==> config.mk <==
export PLATFORM = sky130hd
export DESIGN_NAME = hazard_pipe_tracker
export DESIGN_NICKNAME = d
export VERILOG_FILES = /design/src/rtl/cpu_types_pkg.sv /design/src/rtl/stage_tag_reg.sv /design/src/rtl/hazard_pipe_tracker.sv
export SDC_FILE = /design/constraint.sdc
export NUM_CORES = 1
export LEC_CHECK = 0
export CAP_MARGIN = 40
export CORE_MARGIN = 2
export CORE_UTILIZATION = 30
export CTS_CLUSTER_SIZE = 20
export DETAILED_ROUTE_END_ITERATION = 16
export GPL_TIMING_DRIVEN = 0
export HOLD_SLACK_MARGIN = 0.03
export PLACE_DENSITY = 0.66
export SKIP_LAST_GASP = 1
export SLEW_MARGIN = 0
export SYNTH_ARGS = -nofsm -noshare
export SYNTH_HDL_FRONTEND = slang
export SYNTH_SLANG_ARGS = --single-unit
==> constraint.sdc <==
create_clock -name CLK -period 6.4 [get_ports CLK]
set_clock_uncertainty 0.1 [all_clocks]
set_input_delay 1.28 -clock CLK [delete_from_list [all_inputs] [get_ports CLK]]
set_output_delay 1.28 -clock CLK [all_outputs]
set_load 0.01 [all_outputs]
==> src/rtl/cpu_types_pkg.sv <==
// Shared types and constants for the pipeline-side hazard tracking logic.
package cpu_types_pkg;

    localparam int CPU_WORD_W = 32;
    localparam int CPU_REG_AW = 5;

    typedef logic [CPU_WORD_W-1:0] word_t;
    typedef logic [CPU_REG_AW-1:0] regbits_t;

    // Next-PC source class; also used as the shadow tag class.
    typedef enum logic [1:0] {
        PC_SEQ = 2'd0,
        PC_BR  = 2'd1,
        PC_J   = 2'd2,
        PC_JR  = 2'd3
    } pcsrc_t;

    // A bubble in IF/ID is an all-zero word (sll r0,r0,0).
    localparam word_t NOP_INSTR = 32'h0000_0000;

endpackage

==> src/rtl/stage_tag_reg.sv <==
// One pipeline stage of shadow tags: destination register and PC-source class.
// Flush has priority over load; nothing moves while en is low.
module stage_tag_reg
    import cpu_types_pkg::*;
#(
    parameter int REG_AW = 5
) (
    input  logic              CLK,
    input  logic              RST,
    input  logic              en,
    input  logic              flush,
    input  logic [REG_AW-1:0] d_dest,
    input  logic [1:0]        d_cls,
    output logic [REG_AW-1:0] q_dest,
    output logic [1:0]        q_cls
);

    logic [REG_AW-1:0] r_dest;
    logic [1:0]        r_cls;

    // Tag register: reset, then flush-to-empty, then load on advance.
    always_ff @(posedge CLK) begin
        if (RST) begin
            r_dest <= '0;
            r_cls  <= PC_SEQ;
        end else if (en) begin
            if (flush) begin
                r_dest <= '0;
                r_cls  <= PC_SEQ;
            end else begin
                r_dest <= d_dest;
                r_cls  <= d_cls;
            end
        end
    end

    assign q_dest = r_dest;
    assign q_cls  = r_cls;

endmodule

==> src/rtl/hazard_pipe_tracker.sv <==
// Pipeline-side companion of the hazard unit: owns the PC, the IF/ID latch and
// the ID/EX and EX/MEM shadow tags, and applies the unit's stall/flush decisions.
// Nothing moves unless the fetch hit and no data access is outstanding, so a
// flush raised during a memory stall only takes effect on the first advance.
module hazard_pipe_tracker
    import cpu_types_pkg::*;
#(
    parameter logic [31:0] PC_INIT = 32'h0000_0000,
    parameter int          WORD_W  = 32,
    parameter int          REG_AW  = 5
) (
    input  logic              CLK,
    input  logic              RST,
    input  logic              ihit,
    input  logic              dhit,
    input  logic              dmem_req,
    input  logic [WORD_W-1:0] imemload,
    input  logic [WORD_W-1:0] branch_target,
    input  logic [WORD_W-1:0] jump_target,
    input  logic [WORD_W-1:0] jr_target,
    input  logic [1:0]        PCSrc_sel,
    input  logic [REG_AW-1:0] id_dest,
    input  logic [1:0]        id_tmpPC,
    input  logic              stall_IFID,
    input  logic              stall_PC,
    input  logic              flush_IFID,
    input  logic              flush_IDEX,
    output logic [WORD_W-1:0] imemaddr,
    output logic              imemREN,
    output logic [WORD_W-1:0] ifid_instr,
    output logic [WORD_W-1:0] ifid_npc,
    output logic [REG_AW-1:0] rs,
    output logic [REG_AW-1:0] rt,
    output logic [1:0]        tmpPC,
    output logic [1:0]        PCSrc,
    output logic [1:0]        IDEX_tmpPC,
    output logic [1:0]        EXMEM_tmpPC,
    output logic [REG_AW-1:0] destEX,
    output logic [REG_AW-1:0] destMEM
);

    logic [WORD_W-1:0] r_pc;
    logic [WORD_W-1:0] r_ifid_instr;
    logic [WORD_W-1:0] r_ifid_npc;

    logic              w_adv;
    logic [WORD_W-1:0] w_pc_plus4;
    logic [WORD_W-1:0] w_pc_next;

    assign w_adv      = ihit & ~(dmem_req & ~dhit);
    assign w_pc_plus4 = r_pc + WORD_W'(4);

    // Next-PC selection; sequential fetch is the default path.
    always_comb begin
        w_pc_next = w_pc_plus4;
        case (pcsrc_t'(PCSrc_sel))
            PC_SEQ:  w_pc_next = w_pc_plus4;
            PC_BR:   w_pc_next = branch_target;
            PC_J:    w_pc_next = jump_target;
            PC_JR:   w_pc_next = jr_target;
            default: w_pc_next = w_pc_plus4;
        endcase
    end

    // PC register: hold on memory stall or hazard stall.
    always_ff @(posedge CLK) begin
        if (RST) begin
            r_pc <= WORD_W'(PC_INIT);
        end else if (w_adv && !stall_PC) begin
            r_pc <= w_pc_next;
        end
    end

    // IF/ID latch: flush beats stall beats load.
    always_ff @(posedge CLK) begin
        if (RST) begin
            r_ifid_instr <= WORD_W'(NOP_INSTR);
            r_ifid_npc   <= '0;
        end else if (w_adv) begin
            if (flush_IFID) begin
                r_ifid_instr <= WORD_W'(NOP_INSTR);
                r_ifid_npc   <= '0;
            end else if (!stall_IFID) begin
                r_ifid_instr <= imemload;
                r_ifid_npc   <= w_pc_plus4;
            end
        end
    end

    // ID/EX tags ignore stall_IFID: a stalled decode still injects a bubble via flush_IDEX.
    stage_tag_reg #(.REG_AW(REG_AW)) u_idex (
        .CLK    (CLK),
        .RST    (RST),
        .en     (w_adv),
        .flush  (flush_IDEX),
        .d_dest (id_dest),
        .d_cls  (id_tmpPC),
        .q_dest (destEX),
        .q_cls  (IDEX_tmpPC)
    );

    stage_tag_reg #(.REG_AW(REG_AW)) u_exmem (
        .CLK    (CLK),
        .RST    (RST),
        .en     (w_adv),
        .flush  (1'b0),
        .d_dest (destEX),
        .d_cls  (IDEX_tmpPC),
        .q_dest (destMEM),
        .q_cls  (EXMEM_tmpPC)
    );

    assign imemaddr   = r_pc;
    assign imemREN    = ~RST;
    assign ifid_instr = r_ifid_instr;
    assign ifid_npc   = r_ifid_npc;
    assign rs         = r_ifid_instr[25:21];
    assign rt         = r_ifid_instr[20:16];
    assign tmpPC      = id_tmpPC;
    assign PCSrc      = PCSrc_sel;

endmodule

==> impl_results.md <==
* Clk buf depth at 2
* Seq/Total Area, Yosys at 38.5%
* Post-CTS Setup Inserts at 0
* Slew HR at 46.0%
* Post-Syn Area at 0.00572 mm^2
* Crit path from: RST
* Crit Reg-Reg Endpoint: imemaddr[28]$_SDFFE_PP0P_
* Pleak at 3.02 nW
* Syn Nets at about 840
* Worst-path clk slew at roughly 0.08 ns
* Vias per cell at roughly 5.2
* Worst r2r src: imemaddr[2]$_SDFFE_PP0P_
* Hpwl dp at 18300 um
* Share of post-route cells with drive strength above 1 at around 7.4%
* Startpoint Class: input pin
* Post-synth EDFFs at 0
* Hold buffer count at CTS at 0
* Number of DRC markers in iteration 0 at around 530
* Reg2Reg Setup Slack at 3.81 ns
* Least-Margin Pin Slew at 0.803 ns
* PD cells at 187 mW/mm^2
* Final worst path period share at 61.0%
* Yosys warns at 0
* Setup_tns at 0 ns
* Via count at 6385
* Fin nets at approximately 1100
* Mapped Cells at between 600 and 700
* Critical path class: input pin to primary output
* Most common cell in the netlist: dfxtp_1
* Highest clock rate at 256 MHz
* Ys flop type: dfxtp_1
* Pwr Total at between 1.5 and 2 mW
* DR pass1 iterations at 5
* CTS sink cnt at 110
* Number of I/O pins at 271
* Gr ovfl total at 0
* Dpl cell area at 0.00873 mm^2
* DIE HEIGHT at 142 um
* GP Congestion at 0.916
* Worst hold path class: flop to flop
* Post-synth top area share at 38.5%
* Resized Gates After CTS at 0
* Setup slack at placement at approximately 2.5 ns
* Worst VDD drop at ~0.11 mV
* Synth unique cells at 60
* Crit path to: imemREN
* DRC Markers at 0
* Max-cap violations at 0
* Leading area contributor after synthesis: dfxtp_1
* Design area at 0.00905 mm^2
* H-Tree Level Count at 3
* RSZ-0062 raised after global routing: no
* DP Cell Count at 1201
* Final ANT Viol Nets at 0
* CP arrival at 2.53 ns
* Synth-to-layout area growth at 58.2%
* GRT Total Usage at between 20% and 30%
* Fillers at 1821
* Status: completed
* Skew-Pair Late Insertion Delay at 0.36 ns
* Share of synthesized registers carrying an async set or reset at 0%
* Wirelength per Cell at slightly below 20 um
* Post-Layout Cell Count at 1217
* Die area at 0.0202 mm^2
* Final hold vios at 0
* Min Tclk post-route at 3.91 ns
* Synth cell count leaders: 110 x dfxtp_1, 88 x nand2_1, 85 x a21oi_1
* Synthesized area per cell at 8.21 um^2
* Final core occ at 48.4%
* Final Setup Violations at 0
* Die width at 142 um
* Worst hold slack at 0.352 ns
* Port bufs at between 200 and 300
* Yosys reg bits at 110
* Final wirelength at between 20000 and 25000 um
* First-pass GRT wire length at ~35000 um
* CTS tree: done
* Worst Setup End Kind: primary output
* Site row count at 50
* Initial antenna violation count at 0
* Root buffer cell: clkbuf_16
* Required time of the critical path at 5.02 ns
* Top cells by area, synth: dfxtp_1 38%, a21oi_1 7.4%, nand2_1 5.8%
* Antenna diodes at 0
* Total CTS buffers at 9
* Core area at 0.0187 mm^2
* Vias in the first global route at roughly 6200
* R2R depth at 6
* Pin count of the biggest net entering global routing at 20
* CP max FO at 8
* Slew Limit Fails at 0
* Initial core utilization at 30.6%
* Final setup margin at 2.49 ns
[flip-flops by register name (all words and copies together) (netlist names)]
name / count
imemaddr: 32
ifid_instr: 32
ifid_npc: 32
u_idex.q_dest: 5
u_idex.q_cls: 2
u_exmem.q_cls: 2
u_exmem.q_dest: 5
[power breakdown]
group	total [mW]	internal (mW)	switching, mW	leakage, nW
combinational	0.332	0.180	0.152	1.96
clock	0.635	0.350	0.285	0.160
sequential	0.728	0.705	0.0225	0.892
[cell type report]
type                       instances  area, um^2  area share [%]
sequential                       110        2200            24.3
buffer                            73         338            3.73
clock inverter                     7         104            1.15
multi-input combinational        508        3160            34.9
inverter                           6        22.5           0.249
timing repair buffer             270        2710            29.9
tap                              234         293            3.23
clock buffer                       9         225            2.49
[metal layers]
metal	track usage [%]	part of all wire, %
met4	9.74	3.9
met3	4.27	7.1
met1	30.5	44
met5	0	0
met2	36.4	45
[worst max-delay path, stage by stage]
cell             delay [ns]
clkbuf_1               0.23
clkinv_1               0.40
clkdlybuf4s50_1        0.61
[kinds of logic after synthesis]
| logic type | Yosys count | share of synthesized area (%) |
|---|---|---|
| multiplexers | 33 | 7.11 |
| flip-flops | 110 | 38.5 |
| AND/OR/NAND/NOR | 250 | 21.5 |
| adder cells (fa/ha/maj) | 1 | 0.219 |
| buffers and inverters | 79 | 6.30 |
| AO/OA/AOI/OAI | 196 | 22.1 |
| XOR/XNOR | 28 | 4.29 |
[worst min-delay path by stage]
| stage | to | cells after the start | startpoint |
|---|---|---|---|
| after floorplan | ifid_npc[2]$_SDFFE_PP0P_ | 2 | ifid_npc[2]$_SDFFE_PP0P_ |
| after CTS | ifid_npc[0]$_SDFFE_PP0P_ | 2 | ifid_npc[0]$_SDFFE_PP0P_ |
| final | ifid_instr[29]$_SDFFE_PP0P_ | 2 | ifid_instr[29]$_SDFFE_PP0P_ |
| after detailed placement | ifid_npc[0]$_SDFFE_PP0P_ | 2 | ifid_npc[0]$_SDFFE_PP0P_ |
| after global routing | ifid_instr[15]$_SDFFE_PP0P_ | 2 | ifid_instr[15]$_SDFFE_PP0P_ |
| after global placement | ifid_instr[1]$_SDFFE_PP0P_ | 2 | ifid_instr[1]$_SDFFE_PP0P_ |
[placed cells by master, fill, tap and decap left out, types with 6 or more instances in the layout]
master,n
a21oi_1,85
a22o_1,7
a22oi_1,16
and4_1,10
buf_2,6
buf_4,14
clkbuf_1,47
clkbuf_16,9
clkdlybuf4s50_1,267
dfxtp_1,110
mux2_2,21
mux2i_1,8
nand2_1,88
nand3_1,51
nand3b_1,9
nand4_1,8
nor2_1,40
nor3_1,13
nor4_1,6
o21ai_0,21
o2bb2ai_1,23
o31ai_1,6
xnor2_1,20
xor2_1,8
Note: power is estimated with default switching activity, not from simulation.
